`src/rtl/fp_calc_issue.sv`:
```
// Issue controller for an external FP calculator: accepts one request, clears and
// runs the calculator for an op-dependent time, then holds the result for the consumer.
module fp_calc_issue #(
    parameter int ADDSUB_LAT = 1,
    parameter int MUL_LAT    = 2,
    parameter int TIMEOUT    = 255
) (
    input  logic        clk,
    input  logic        rst_n,
    input  logic        req_valid,
    output logic        req_ready,
    input  logic [31:0] req_a,
    input  logic [31:0] req_b,
    input  logic [1:0]  req_op,
    output logic [31:0] calc_a,
    output logic [31:0] calc_b,
    output logic [1:0]  calc_op,
    output logic        calc_en,
    output logic        calc_rst_n,
    input  logic [31:0] calc_out,
    input  logic        calc_finish,
    output logic        res_valid,
    input  logic        res_ready,
    output logic [31:0] res_data,
    output logic [1:0]  res_op,
    output logic        res_timeout,
    output logic        busy
);

    typedef enum logic [1:0] {S_IDLE, S_CLEAR, S_RUN, S_HOLD} state_t;

    localparam logic [7:0]  C_ADDSUB_LAT = 8'(ADDSUB_LAT);
    localparam logic [7:0]  C_MUL_LAT    = 8'(MUL_LAT);
    localparam logic [7:0]  C_TIMEOUT    = 8'(TIMEOUT);
    localparam logic [31:0] C_QNAN       = 32'h7FC0_0000;

    state_t      r_state;
    state_t      w_next;
    logic [7:0]  r_cnt;
    logic [7:0]  w_run_cycle;
    logic [31:0] r_calc_a;
    logic [31:0] r_calc_b;
    logic [1:0]  r_calc_op;
    logic        r_res_valid;
    logic [31:0] r_res_data;
    logic [1:0]  r_res_op;
    logic        r_res_timeout;
    logic        w_accept;
    logic        w_done;
    logic        w_timeout;

    // r_cnt holds completed RUN cycles, so w_run_cycle is the 1-based index of the current one.
    assign w_run_cycle = (r_cnt == C_TIMEOUT) ? r_cnt : r_cnt + 8'd1;

    // Gating with rst_n keeps req_ready low for the whole reset, not just after the state settles.
    assign req_ready  = rst_n && (r_state == S_IDLE);
    assign w_accept   = req_valid && req_ready;
    assign calc_en    = (r_state == S_RUN);
    assign calc_rst_n = rst_n && (r_state != S_CLEAR);
    assign busy       = (r_state != S_IDLE);

    assign calc_a      = r_calc_a;
    assign calc_b      = r_calc_b;
    assign calc_op     = r_calc_op;
    assign res_valid   = r_res_valid;
    assign res_data    = r_res_data;
    assign res_op      = r_res_op;
    assign res_timeout = r_res_timeout;

    // NOTE: every signal gets a default before the case, so no path leaves one unassigned (no latch).
    always_comb begin
        w_next    = r_state;
        w_done    = 1'b0;
        w_timeout = 1'b0;
        case (r_state)
            S_IDLE:  if (w_accept) w_next = S_CLEAR;
            S_CLEAR: w_next = S_RUN;
            S_RUN: begin
                case (r_calc_op)
                    2'b00, 2'b01: w_done = (w_run_cycle >= C_ADDSUB_LAT);
                    2'b10:        w_done = (w_run_cycle >= C_MUL_LAT);
                    default: begin
                        // A finish in the timeout cycle still counts as a real result.
                        if (calc_finish)                    w_done    = 1'b1;
                        else if (w_run_cycle >= C_TIMEOUT) w_timeout = 1'b1;
                    end
                endcase
                if (w_done || w_timeout) w_next = S_HOLD;
            end
            S_HOLD:  if (res_ready) w_next = S_IDLE;
            default: w_next = S_IDLE;
        endcase
    end

    // NOTE: sequential state uses non-blocking assignments and resets asynchronously on rst_n low.
    always_ff @(posedge clk or negedge rst_n) begin
        if (!rst_n) r_state <= S_IDLE;
        else        r_state <= w_next;
    end

    always_ff @(posedge clk or negedge rst_n) begin
        if (!rst_n) begin
            r_cnt         <= '0;
            r_calc_a      <= '0;
            r_calc_b      <= '0;
            r_calc_op     <= '0;
            r_res_valid   <= 1'b0;
            r_res_data    <= '0;
            r_res_op      <= '0;
            r_res_timeout <= 1'b0;
        end else begin
            case (r_state)
                S_IDLE: begin
                    if (w_accept) begin
                        r_calc_a  <= req_a;
                        r_calc_b  <= req_b;
                        r_calc_op <= req_op;
                    end
                end
                S_CLEAR: r_cnt <= '0;
                S_RUN: begin
                    r_cnt <= w_run_cycle;
                    if (w_done) begin
                        r_res_data    <= calc_out;
                        r_res_op      <= r_calc_op;
                        r_res_timeout <= 1'b0;
                        r_res_valid   <= 1'b1;
                    end else if (w_timeout) begin
                        r_res_data    <= C_QNAN;
                        r_res_op      <= r_calc_op;
                        r_res_timeout <= 1'b1;
                        r_res_valid   <= 1'b1;
                    end
                end
                S_HOLD:  if (res_ready) r_res_valid <= 1'b0;
                default: ;
            endcase
        end
    end

endmodule

```
`config.mk`:
```
export PLATFORM = sky130hd
export DESIGN_NAME = fp_calc_issue
export DESIGN_NICKNAME = d
export VERILOG_FILES = /design/src/rtl/fp_calc_issue.sv
export SDC_FILE = /design/constraint.sdc
export NUM_CORES = 1
export LEC_CHECK = 0
export BUFFER_PORTS_ARGS = -buffer_cell sky130_fd_sc_hd__buf_4
export CORE_MARGIN = 5
export CORE_UTILIZATION = 35
export DETAILED_ROUTE_END_ITERATION = 10
export GPL_ROUTABILITY_DRIVEN = 1
export SLEW_MARGIN = 0
export SYNTH_ARGS = -nofsm -noshare
export SYNTH_HDL_FRONTEND = slang
export SYNTH_SLANG_ARGS = --single-unit
```
`constraint.sdc`:
```
create_clock -name clk -period 6.3 [get_ports clk]
set_input_delay 1.575 -clock clk [delete_from_list [all_inputs] [get_ports clk]]
set_output_delay 1.575 -clock clk [all_outputs]
set_load 0.03 [all_outputs]
```
# Word level (Yosys, flattened, before mapping)
# Index checks and enable logic that the tools add are counted.
# totals
inputBits	103
word_cells	64
ff_bits	112
out_inout_bits	106
# classes
add_sub_neg	1
order_cmp	3
eq_ne	11
reduce_logical	16
muxes	24
# op_table
operator	n
$mux 32	2
$pmux 8 s2	1
$mux 1	12
$mux 2	5
$add 8x1->8 const B	1
$eq 8x8->1 const B	1
$ge 8x1->1 const B	1
$ge 8x2->1 const B	1
$ge 8x8->1 const B	1
$mux 8	1
$pmux 2 s4	1
$reduce_bool 2->1	4
$eq 2x2->1 const B	3
$reduce_and 3->1	2
$eq 2x1->1 const B	2
$logic_not 2->1	2
$ne 2x1->1 const B	2
$ne 2x2->1 const B	2
$pmux 1 s2	2
$reduce_and 2->1	2
$logic_and 1x1->1	3
$ne 3x1->1 const B	1
$reduce_or 3->1	1
$reduce_or 2->1	1
$logic_or 1x1->1	1

# Depth between registers and ports, before layout
# logic_depth
ltp_word	11
depth_mapped	9
mapped_depth_nobuf	7

# Worst setup path before layout
# Ideal clock, no wire load.
# synth_path
kind	input port to output port
start	in rst_n
end	out calc_rst_n
t_arrival_ns	2.030
required_ns	4.725
setup_slack_ns	2.695
path_stages	1
path_buffers	0
path_cell_list	nor2b_1
# synth_via
elab_chain_cells	1
# synth_lines
element	line_no	source
from (decl)	9	input logic rst_n,
$logic_and 1x1->1	59	assign calc_rst_n = rst_n && (r_state != S_CLEAR);
to (decl)	19	output logic calc_rst_n,
# No other way between the ends.

# Worst setup path after layout
# Ends and elaborated chain as after synthesis.

==> flow_summary.toml <==
[status]
run_status = "completed"

[timing]
fmax_mhz = 243
setup_tns_ps = 0
skew_ps = 7.83
worst_pin_slew_ps = 1080
finalSetupViolCount = 0
min_period_ps = 4110
setup_slack_ps = 2190
whs_ps = 496
relSlewSlack = 0.274
finalHoldViolations = 0
final-max-slew-violation-count = 0
rsz0062_at_grt = "no"
finalCritPeriodShare = 0.653

[global_routing]
grt.met3_usage = 0.0824
grt_antenna_before_repair = 0
grt-busiest-layer = "met2"
use_met2 = 0.261
grt_pass1_vias = 3931
grt_first_pass_wirelength_mm = 21.3
gr-usage-all-layers = 0.165
grt_max_degree = 61
gr-total-overflow = 0
grtUsageMet1 = 0.199

[job]
drv_cap = 0

[setup_path]
reg2reg_from = "r_cnt[0]$_DFFE_PN0P_"
crit_buf_inv = 2
slowest_stage = "buf_4"
critPathKind = "primary input to primary output"
crit_cells = 3
end_kind = "primary output"
reg2reg_depth = 6
crit_family = "buffers and inverters"
critPathMaxStageDelay_ps = 540
crit_required_ps = 4720
cp-start-kind = "primary input"
crit_fanout = 56
reg2reg_slack_ps = 3130
crit_top_cell = "buf_4"
worstPathArrival_ps = 2540
crit_chain = "buf_4 > nor2b_1 > buf_4"
worstReg2RegEnd = "res_op[1]$_DFFE_PN0P_"

[floorplan]
die_h_um = 126
num_rows = 42
dieArea_mm2 = 0.0160
io_pins = 209
die_w_um = 126
coreArea_mm2 = 0.0133
initial_utilization = 0.357

[placement]
globalplace.congestion = 0.828
place_ws_ps = 2150
hpwlAfterDp_mm = 9.68
place_inst = 715
io_buffers = 208

[final_layout]
fin_cells = 731
num-fill-cells = 1164
finish.utilization = 0.509
fin_nets = 661
diodes = 0
final_common_cell = "buf_4"
drive_above_1_share = 0.532
final_cell_mix = "buf_4, dfrtp_1, mux2_2"
areaGrowthSynthToFinish_pct = 42.5

[synth]
synth_seq_cells = 112
yosys_most_used_dff = "dfrtp_1"
synth_nets = 464
synthesis.area_mm2 = 0.00475
async_reset_ff_frac = 1.00
yosysWarningCount = 0
ys_types = 48
avgSynthCellArea_um2 = 13.4
ys_seq_area_frac = 0.590
synth_cells = 353
synth_edf_count = 0

[min_path]
hold_start = "res_data[30]$_DFFE_PN0P_"
min_path_type = "flop to flop"
min_path_cells = 1
holdPathEnd = "res_data[30]$_DFFE_PN0P_"

[route]
first_pass_iters = 4
vias = 3677
route.detailed.drc = 0
wl_per_cell_um = 17.8
via_per_inst = 5.03
ant_nets = 0
drtIter0Drc = 148
drt_wl_total_mm = 13.0

[power_and_ir_drop]
power.density_mw_per_mm2 = 580
ir_drop_mv = 0.263
p_leak_uw = 0.00325

[clocking]
cts_tree = "yes"
cts.repair.resized = 0
worstSkewPairLatency_ps = 350
cts_hold_buf = 0
root_buffer = "clkbuf_16"
htreeDepth = 3
clk_pin_slew_ps = 70
cts_num_sinks = 112
numCtsBuffers = 9
cts_buffer_depth = 2
postCtsSetupBuffers = 0
how the worst max path moves through the flow:
stage	slack [ps]	endpoint	startpoint
2_1_floorplan	2690	calc_rst_n	rst_n
3_3_place_gp	2160	calc_rst_n	rst_n
3_5_place_dp	2150	calc_rst_n	rst_n
4_1_cts	2140	calc_rst_n	rst_n
5_1_grt	2010	calc_rst_n	rst_n
6_report	2190	calc_rst_n	rst_n
area by class of cell:
type,instances,area (um2),area share
clock buffer,11,243,0.0359
clock inverter,5,87.6,0.0129
inverter,6,22.5,0.00333
multi-input combinational,211,1810,0.268
sequential,112,2800,0.414
tap,176,220,0.0326
timing repair buffer,210,1580,0.233
logic make-up after synthesis:
logic type / count (synthesis) / synth area share
buffers and inverters: 30 / 0.0311
AO/OA/AOI/OAI: 83 / 0.137
AND/OR/NAND/NOR: 50 / 0.0551
adder cells (fa/ha/maj): 8 / 0.0211
multiplexers: 69 / 0.163
XOR/XNOR: 1 / 0.00185
flip-flops: 112 / 0.590
flip-flops by register name, indices dropped and copies added, names as in the netlist:
| register | count |
|---|---|
| res_op | 2 |
| calc_b | 32 |
| res_valid | 1 |
| res_data | 32 |
| r_cnt | 8 |
| r_state | 2 |
| calc_a | 32 |
| res_timeout | 1 |
| calc_op | 2 |
stage by stage:
stage	instance area [um2]	total power [uW]
after floorplan	4750	2530
after global placement	6430	3300
after detailed placement	6430	3330
after CTS	6770	3980
after global routing	6770	4170
final	6770	3920
power by group:
group / leakage (uW) / switching (uW) / internal [uW]
Clock: 0.000158 / 268 / 364
Sequential: 0.00136 / 209 / 1060
Combinational: 0.00173 / 1200 / 826
worst register-to-register path, delay by kind of cell (launching register included):
family	cells	cell delay [ps]
compound gates	3	1580
simple gates	1	260
flops	1	480
fa+ha+maj	1	350
mux	1	390
routing by layer:
metal	vias to the layer above	share of wire
met5	-	0
met4	0	0.014
met3	15	0.12
met2	163	0.48
met1	1785	0.38
li1	1714	-
synthesized netlist by cell type, types with 4 or more instances:
cell type	n	area (um2)
dfrtp_1	112	2800
nand3_1	5	25.0
buf_1	8	30.0
buf_2	4	20.0
buf_6	4	45.0
mux2_2	66	743
inv_1	6	22.5
clkbuf_1	8	30.0
ha_1	8	100
nor2_1	7	26.3
nand2_1	16	60.1
a21oi_1	13	65.1
o21ai_0	9	45.0
o22a_1	9	78.8
and3_1	4	25.0
a22o_1	24	210
Power figures use the tool's default switching activity.
